<file path="src/rtl/lsu_pkg.sv">
// rtl/lsu_pkg.sv - shared encodings, state type and defaults for the load/store unit
package lsu_pkg;

   localparam logic [2:0] SZ_B  = 3'b000;
   localparam logic [2:0] SZ_H  = 3'b001;
   localparam logic [2:0] SZ_W  = 3'b010;
   localparam logic [2:0] SZ_BU = 3'b100;
   localparam logic [2:0] SZ_HU = 3'b101;

   localparam int TIMEOUT_DEFAULT = 255;

   typedef enum logic [1:0] {
      ST_IDLE,
      ST_REQ,
      ST_DONE,
      ST_FAULT
   } lsu_state_t;

endpackage

</file>
<file path="src/rtl/lsu_align.sv">
// rtl/lsu_align.sv - combinational lane steering: store strobes/replication, load extraction, legality
module lsu_align
   import lsu_pkg::*;
(
   input  logic [2:0]  st_size,
   input  logic [1:0]  st_off,
   input  logic [31:0] store_data,
   input  logic [2:0]  ld_size,
   input  logic [1:0]  ld_off,
   input  logic [31:0] rdata,
   output logic [3:0]  wstrb,
   output logic [31:0] wdata,
   output logic [31:0] load_ext,
   output logic        misaligned,
   output logic        illegal
);

   logic [7:0]  ld_byte;
   logic [15:0] ld_half;

   // Store side works on the live request; byte/half stores also accept the unsigned encodings.
   always_comb begin
      wstrb      = 4'b0000;
      wdata      = store_data;
      misaligned = 1'b0;
      illegal    = 1'b0;
      case (st_size)
         SZ_B, SZ_BU: begin
            wstrb = 4'b0001 << st_off;
            wdata = {4{store_data[7:0]}};
         end
         SZ_H, SZ_HU: begin
            wstrb      = 4'b0011 << {st_off[1], 1'b0};
            wdata      = {2{store_data[15:0]}};
            misaligned = st_off[0];
         end
         SZ_W: begin
            wstrb      = 4'b1111;
            misaligned = (st_off != 2'b00);
         end
         default: illegal = 1'b1;
      endcase
   end

   always_comb begin
      ld_byte = rdata[7:0];
      case (ld_off)
         2'd1:    ld_byte = rdata[15:8];
         2'd2:    ld_byte = rdata[23:16];
         2'd3:    ld_byte = rdata[31:24];
         default: ld_byte = rdata[7:0];
      endcase
      ld_half = ld_off[1] ? rdata[31:16] : rdata[15:0];
   end

   always_comb begin
      load_ext = rdata;
      case (ld_size)
         SZ_B:    load_ext = {{24{ld_byte[7]}}, ld_byte};
         SZ_BU:   load_ext = {24'h0, ld_byte};
         SZ_H:    load_ext = {{16{ld_half[15]}}, ld_half};
         SZ_HU:   load_ext = {16'h0, ld_half};
         default: load_ext = rdata;
      endcase
   end

endmodule

</file>
<file path="src/rtl/load_store_unit.sv">
// rtl/load_store_unit.sv - single-outstanding data memory access sequencer with abort on timeout
module load_store_unit
   import lsu_pkg::*;
#(
   parameter int TIMEOUT_CYCLES = TIMEOUT_DEFAULT
) (
   input  logic        clk,
   input  logic        rst,
   input  logic        mem_read,
   input  logic        mem_write,
   input  logic [2:0]  byte_select,
   input  logic [31:0] addr,
   input  logic [31:0] store_data,
   output logic        stall,
   output logic        done,
   output logic [31:0] load_data,
   output logic        fault,
   output logic        dmem_req,
   output logic        dmem_we,
   output logic [31:0] dmem_addr,
   output logic [31:0] dmem_wdata,
   output logic [3:0]  dmem_wstrb,
   input  logic        dmem_ack,
   input  logic [31:0] dmem_rdata
);

   localparam logic [7:0] TO_LAST = 8'(TIMEOUT_CYCLES - 1);

   lsu_state_t  state, state_next;
   logic [7:0]  cnt;
   logic [2:0]  lat_size;
   logic [1:0]  lat_off;
   logic        accept;
   logic        stall_c;
   logic [3:0]  al_wstrb;
   logic [31:0] al_wdata;
   logic [31:0] al_load;
   logic        al_misaligned;
   logic        al_illegal;

   lsu_align u_align (
      .st_size    (byte_select),
      .st_off     (addr[1:0]),
      .store_data (store_data),
      .ld_size    (lat_size),
      .ld_off     (lat_off),
      .rdata      (dmem_rdata),
      .wstrb      (al_wstrb),
      .wdata      (al_wdata),
      .load_ext   (al_load),
      .misaligned (al_misaligned),
      .illegal    (al_illegal)
   );

   always_comb begin
      state_next = state;
      stall_c    = 1'b0;
      accept     = 1'b0;
      case (state)
         ST_IDLE: begin
            if (mem_read || mem_write) begin
               stall_c = 1'b1;
               if ((mem_read && mem_write) || al_illegal || al_misaligned) begin
                  state_next = ST_FAULT;
               end else begin
                  accept     = 1'b1;
                  state_next = ST_REQ;
               end
            end
         end
         ST_REQ: begin
            stall_c = 1'b1;
            if (dmem_ack)
               state_next = ST_DONE;
            else if (cnt >= TO_LAST)
               state_next = ST_FAULT;
         end
         default: state_next = ST_IDLE;
      endcase
   end

   // Reset must silence stall even while the core still presents the old access.
   assign stall = stall_c & ~rst;
   assign done  = (state == ST_DONE);
   assign fault = (state == ST_FAULT);

   always_ff @(posedge clk or posedge rst) begin
      if (rst) begin
         state      <= ST_IDLE;
         cnt        <= 8'h00;
         lat_size   <= 3'b000;
         lat_off    <= 2'b00;
         load_data  <= 32'h0;
         dmem_req   <= 1'b0;
         dmem_we    <= 1'b0;
         dmem_addr  <= 32'h0;
         dmem_wdata <= 32'h0;
         dmem_wstrb <= 4'b0000;
      end else begin
         state    <= state_next;
         dmem_req <= (state_next == ST_REQ);
         if (accept) begin
            lat_size   <= byte_select;
            lat_off    <= addr[1:0];
            dmem_we    <= mem_write;
            dmem_addr  <= {addr[31:2], 2'b00};
            dmem_wdata <= al_wdata;
            dmem_wstrb <= mem_write ? al_wstrb : 4'b0000;
         end
         if (accept)
            cnt <= 8'h00;
         else if (state == ST_REQ && cnt != 8'hFF)
            cnt <= cnt + 8'h01;
         if (state == ST_REQ && dmem_ack && !dmem_we)
            load_data <= al_load;
      end
   end

endmodule
</file>
<file path="config.mk">
export PLATFORM = sky130hd
export DESIGN_NAME = load_store_unit
export DESIGN_NICKNAME = d
export VERILOG_FILES = /design/src/rtl/lsu_pkg.sv /design/src/rtl/lsu_align.sv /design/src/rtl/load_store_unit.sv
export SDC_FILE = /design/constraint.sdc
export NUM_CORES = 1
export LEC_CHECK = 0
export CORE_MARGIN = 2
export CORE_UTILIZATION = 40
export CTS_CLUSTER_SIZE = 12
export DETAILED_ROUTE_END_ITERATION = 6
export PLACE_DENSITY = 0.79
export SETUP_SLACK_MARGIN = 0.15
export SLEW_MARGIN = 30
export SYNTH_ARGS = -nofsm -noshare
export SYNTH_HDL_FRONTEND = slang
export SYNTH_SLANG_ARGS = --single-unit
</file>
<file path="constraint.sdc">
create_clock -name clk -period 3.9 [get_ports clk]
set_input_delay 0.975 -clock clk [delete_from_list [all_inputs] [get_ports clk]]
set_output_delay 0.975 -clock clk [all_outputs]
set_load 0.02 [all_outputs]
</file>
==> flow_summary.ini, run 1 <==
[critical_path]
cp_max_fo = 7
start_kind = input port
cp.arrival_ps = 2670
r2r_setup_slack_ps = 1790
crit_slowest_cell = clkdlybuf4s50_1
r2r-end = load_data[31]
regToRegStartpoint = lat_off[1]
cpMostUsedCell = clkdlybuf4s50_1
rr_worst_depth = 4
cpPeakStageDelay_ps = 610
crit_chain = clkdlybuf4s50_1 > or2_2 > nand2_1 > and2_1 > nor2_1 > clkdlybuf4s50_1
worst-setup-path-type = input port to primary output
required_ps = 2920
worstSetupEndpointType = primary output

[route]
totalWireLength_um = 15100
vias = 4573
initialDrtViolationCount = 222
via_per_inst = 5.20
dr.pass1.iters = 4
remaining_drc_errors = 0
postRouteAntennaNets = 0
wl_per_cell_um = 17.2

[pwr]
p_per_area_nw_per_um2 = 831
clockPowerShare_pct = 20.4
ir_worst_vdd_mv = 0.421
power.switching_mw = 2.56
p_sw_share_pct = 36.9
internal_power_mw = 4.38
total_leakage_power_nw = 3.48
seqPwrFrac_pct = 31.9
power_frac_comb_pct = 47.7

[run]
maxCapViolations = 0

[global_routing]
grt_pass1_wl_um = 24100
antenna_found_initial = 0
track_usage_pct = 21.0
grt_max_degree = 87
grt.overflow.total = 0
grt_pass1_vias = 4809

[clock_network]
hold_buffers = 0
clk_pin_slew_ps = 50
cts_resized = 0
post_cts_buffers = 0
clk_path_buf_depth = 2
htreeDepth = 4
cts_buffers = 17
cts.sink_count = 115
cts_tree = yes
clk_latency_ps = 410
cts_root_buf = clkbuf_16

[finish]
n_fill_cell = 1140
layout_commonest_cell = clkdlybuf4s50_1
drive_above_1_share_pct = 19.6
postLayoutCellArea_um2 = 8350
area_growth_syn_to_layout_pct = 49.3
diodes = 0
nets = 794
final_cell_mix = clkdlybuf4s50_1 (206), dfrtp_1 (115), mux2_2 (60)

[floorplan]
coreArea_um2 = 13800
fp-row-count = 43
die_area_um2 = 14900
start_util_pct = 40.6
ioPinCount = 209
die_y_um = 122
die_x_um = 122

[sta]
rsz0062_at_grt = no
drv_slew = 0
fmax_ghz = 0.275
period_minus_slack_ps = 3640
max_slew_margin_pct = 56.5
setup_viol = 0
timing.final.crit_share_pct = 93.4
worst_pin_slew_ps = 653
hold_violations = 0
fin_tns_setup_ps = 0
clock_skew_ps = 7.04

[synthesis]
async_flop_share_pct = 100
synthFlopType = dfrtp_1
synth-seq-cells = 115
synth_cell_type_count = 47
syn_area_um2 = 5590
syn_avg_cell_area_um2 = 11.5
postSynthCellCount = 485
yosysWarnings = 0
synth-edff-count = 0
seq_area_frac_synth_pct = 51.5

[place]
port_buffers = 206
routabilityCongestion = 0.819
place_area_um2 = 7810
place.detailed.hpwl_um = 10800

[hold_path]
hold_start = load_data[2]
hp-class = flop to flop
hold_end = load_data[2]
min_delay_path_depth = 2

[run_status]
outcome = complete, no violations
-- worst max path at each step --
stage                    from    end  slack [ps]
floorplan            mem_read  stall        1070
global placement    mem_write  stall         330
detailed placement  mem_write  stall         290
CTS                 mem_write  stall         290
global route        mem_write  stall         170
finish              mem_write  stall         260
-- flip-flops by register name, indices dropped and copies added (netlist names) --
name / cells
dmem_wstrb: 4
dmem_we: 1
dmem_req: 1
lat_off: 2
state: 2
lat_size: 3
dmem_wdata: 32
dmem_addr: 30
load_data: 32
cnt: 8
-- area by class of cell --
cell class                      count  area [um2]  share of cell area (%)
Sequential cell                   115        2880                    34.5
Clock inverter                     11        88.8                    1.06
Timing Repair Buffer              216        2160                    25.9
Clock buffer                       20         447                    5.35
Tap cell                          180         225                    2.70
Inverter                            6        26.3                   0.315
Multi-Input combinational cell    332        2520                    30.2
-- logic make-up (layout without fill, tap and decap cells) --
logic type,count (synthesis),count (layout),share of synthesized area [%]
AND/OR/NAND/NOR,124,124,10.2
flip-flops,115,115,51.5
multiplexers,105,105,22.9
AO/OA/AOI/OAI,96,96,10.5
buffers and inverters,39,253,3.85
XOR/XNOR,3,3,0.470
adder cells (fa/ha/maj),2,2,0.448
other,1,2,0.0671
-- worst max-delay path, delay by kind of cell --
kind          cells  cell delay [ps]
simple gates      4              490
buf+inv           2             1210
-- power groups by stage --
stage / Clock (mW) / Combinational (mW) / Sequential [mW]
after floorplan: 0 / 1.25 / 2.75
after global routing: 1.51 / 3.54 / 2.29
final: 1.42 / 3.30 / 2.21
after global placement: 0 / 3.24 / 2.19
after detailed placement: 0 / 3.31 / 2.22
after CTS: 1.44 / 3.33 / 2.22
-- synth_stat cells (2+ instances only) --
| cell | number | area share (%) |
|---|---|---|
| nor3_1 | 7 | 0.63 |
| xnor2_1 | 2 | 0.31 |
| buf_6 | 2 | 0.40 |
| dfrtp_1 | 115 | 51 |
| nand2_1 | 45 | 3.0 |
| buf_8 | 3 | 0.81 |
| mux2_4 | 31 | 8.3 |
| o21a_1 | 2 | 0.27 |
| mux2i_1 | 14 | 2.5 |
| o21bai_1 | 2 | 0.27 |
| or2_2 | 2 | 0.22 |
| nand3b_1 | 8 | 1.1 |
| a21o_1 | 5 | 0.67 |
| or3_1 | 2 | 0.22 |
| o31ai_1 | 6 | 0.81 |
| buf_4 | 2 | 0.27 |
| ha_1 | 2 | 0.45 |
| o21ai_0 | 28 | 2.5 |
| and3_1 | 2 | 0.22 |
| buf_2 | 9 | 0.81 |
| nand3_1 | 5 | 0.45 |
| nand2b_1 | 4 | 0.45 |
| and2_1 | 5 | 0.56 |
| clkbuf_1 | 16 | 1.1 |
| a22o_1 | 2 | 0.31 |
| nor2_1 | 37 | 2.5 |
| a21oi_1 | 37 | 3.3 |
| mux2_2 | 60 | 12 |
| a211oi_1 | 5 | 0.67 |
| inv_1 | 6 | 0.40 |
| nor2b_1 | 3 | 0.34 |
-- through the flow --
| stage | util (%) | std cells | total power [mW] | setup WS [ps] | hold slack (ps) |
|---|---|---|---|---|---|
| 2_1_floorplan | - | 486 | 4.00 | 1070 | 501 |
| 3_3_place_gp | 56.7 | 849 | 5.43 | 332 | 473 |
| 3_5_place_dp | 56.7 | 849 | 5.53 | 288 | 486 |
| 4_1_cts | 60.6 | 880 | 7.00 | 287 | 498 |
| 5_1_grt | 60.6 | 880 | 7.33 | 166 | 518 |
| 6_report | 60.6 | 880 | 6.93 | 259 | 497 |
-- routing by layer --
| metal | up-vias | share of wire, % | GRT usage [%] |
|---|---|---|---|
| met3 | 27 | 7.8 | 7.71 |
| met4 | 0 | 2.4 | 8.91 |
| met2 | 186 | 51 | 35.0 |
| met1 | 2258 | 39 | 24.4 |
| li1 | 2102 | - | - |
| met5 | - | 0 | 0 |
Note: power is estimated with default switching activity, not from simulation.
==> inputs of run 2 (changes only) <==
--- a/config.mk
+++ b/config.mk
@@ -6,10 +6,10 @@
 export NUM_CORES = 1
 export LEC_CHECK = 0
 export CORE_MARGIN = 2
-export CORE_UTILIZATION = 40
+export CORE_UTILIZATION = 30
 export CTS_CLUSTER_SIZE = 12
 export DETAILED_ROUTE_END_ITERATION = 6
-export PLACE_DENSITY = 0.79
+export PLACE_DENSITY = 0.63
 export SETUP_SLACK_MARGIN = 0.15
 export SLEW_MARGIN = 30
 export SYNTH_ARGS = -nofsm -noshare
==> run 2 against run 1 <==
Compared with the run above: die area increased by 32%; final cell count increased by 5.6%; first-iteration DRC count shrank 11%; clock-buffer cell count increased by 5; non-clock buffer count grew 1; critical endpoint unchanged.
==> flow_summary.ini, run 2 (synthesis gave the netlist of run 1 again) <==
[run_status]
outcome = complete, no violations

[sta]
hold_violations = 0
holdWs_ps = 505
worst_pin_slew_ps = 698
setup_viol = 0
period_minus_slack_ps = 3550
timing.final.crit_share_pct = 91.0
rsz0062_at_grt = no
fmax_ghz = 0.282
fin_tns_setup_ps = 0
max_slew_margin_pct = 53.4
clock_skew_ps = 9.28
drv_slew = 0

[clock_network]
cts_root_buf = clkbuf_16
cts_resized = 0
clk_pin_slew_ps = 50
cts_tree = yes
cts_buffers = 17
post_cts_buffers = 0
clk_latency_ps = 410
htreeDepth = 4
hold_buffers = 0
cts.sink_count = 115
clk_path_buf_depth = 2

[global_routing]
grt.overflow.total = 0
grt_pass1_wl_um = 25500
grt_max_degree = 67
grt_pass1_vias = 4795
antenna_found_initial = 0
track_usage_pct = 16.5

[finish]
layout_commonest_cell = clkdlybuf4s50_1
area_growth_syn_to_layout_pct = 51.2
final_cells = 929
final_cell_mix = clkdlybuf4s50_1 (206), dfrtp_1 (115), mux2_2 (60)
drive_above_1_share_pct = 19.3
n_fill_cell = 1645
largestRegisters = dmem_wdata (32), load_data (32), dmem_addr (30)
fin_util_pct = 46.6
nets = 795
diodes = 0
postLayoutCellArea_um2 = 8450

[pwr]
ir_worst_vdd_mv = 0.403
power.switching_mw = 2.55
total_leakage_power_nw = 3.50
internal_power_mw = 4.49
p_per_area_nw_per_um2 = 833
clockPowerShare_pct = 21.7
p_sw_share_pct = 36.2
seqPwrFrac_pct = 31.3
power_frac_comb_pct = 47.0

[route]
totalWireLength_um = 15900
dr.pass1.iters = 4
via_per_inst = 4.82
initialDrtViolationCount = 198
postRouteAntennaNets = 0
highest_layer = met4
wl_met3_um = 1210
vias = 4477
wl_met1_um = 6660
remaining_drc_errors = 0
wl_per_cell_um = 17.2
met2RoutedLength_um = 7850

[critical_path]
cp.arrival_ps = 2570
crit_cells = 6
crit_chain = clkdlybuf4s50_1 > or2_2 > nand2_1 > and2_1 > nor2_1 > clkdlybuf4s50_1
rr_worst_depth = 4
worst-setup-path-type = input port to primary output
crit_buf_inv = 2
crit_slowest_cell = clkdlybuf4s50_1
start_kind = input port
worstSetupEndpointType = primary output
critical-path-top-delay-family = buffers and inverters
required_ps = 2920
cpMostUsedCell = clkdlybuf4s50_1
cpPeakStageDelay_ps = 530
cp_max_fo = 2
r2r_setup_slack_ps = 1700

[place]
routabilityCongestion = 0.815
place.detailed.hpwl_um = 11400
place_area_um2 = 7880
place_inst = 899
port_buffers = 206

[hold_path]
min_delay_path_depth = 1
hp-class = flop to flop

[floorplan]
ioPinCount = 209
fp-row-count = 49
die_y_um = 141
coreArea_um2 = 18100
die_area_um2 = 19700
start_util_pct = 30.8
die_x_um = 141

[run]
maxCapViolations = 0
-- run 2: cell types whose count changed in the layout (fill, tap and decap cells not counted), sizes merged --
cell      change
clkbuf        +5
clkinv        -5
clkinvlp      -2
buf           +1
bufinv        +1
-- run 2: final cells by class --
cell class                      instances  area (um2)  area share (%)
Clock buffer                           25         495            5.86
Inverter                                6        26.3           0.311
Tap cell                              229         287            3.39
Sequential cell                       115        2880            34.0
Clock inverter                          5        75.1           0.888
Multi-Input combinational cell        332        2520            29.8
Timing Repair Buffer                  217        2170            25.7
-- run 2: metal layers --
metal | track usage (%) | vias up
met2 | 28.2 | 177
met3 | 4.99 | 18
met4 | 6.32 | 0
met5 | 0 | -
met1 | 19.7 | 2184
li1 | - | 2098
-- run 2: power groups by stage --
stage               logic (mW)  clock network, mW  registers (mW)
floorplan                 1.25                  0            2.75
global placement          3.29                  0            2.19
detailed placement        3.33                  0            2.20
CTS                       3.34               1.57            2.21
global route              3.53               1.63            2.29
finish                    3.31               1.53            2.20
-- run 2: stage by stage --
stage	setup slack, ps	power (mW)
2_1_floorplan	1070	4.00
3_3_place_gp	357	5.47
3_5_place_dp	352	5.54
4_1_cts	353	7.13
5_1_grt	291	7.45
6_report	352	7.04
-- run 2: final timing paths --
kind | start | endpoint
min in group asynchronous | rst | cnt[2]
hold / removal | dmem_wdata[19] | dmem_wdata[19]
setup / recovery | mem_read | stall
setup reg to reg | lat_off[1] | load_data[29]
max in group asynchronous | rst | dmem_addr[9]
hold reg to reg | dmem_wdata[19] | dmem_wdata[19]
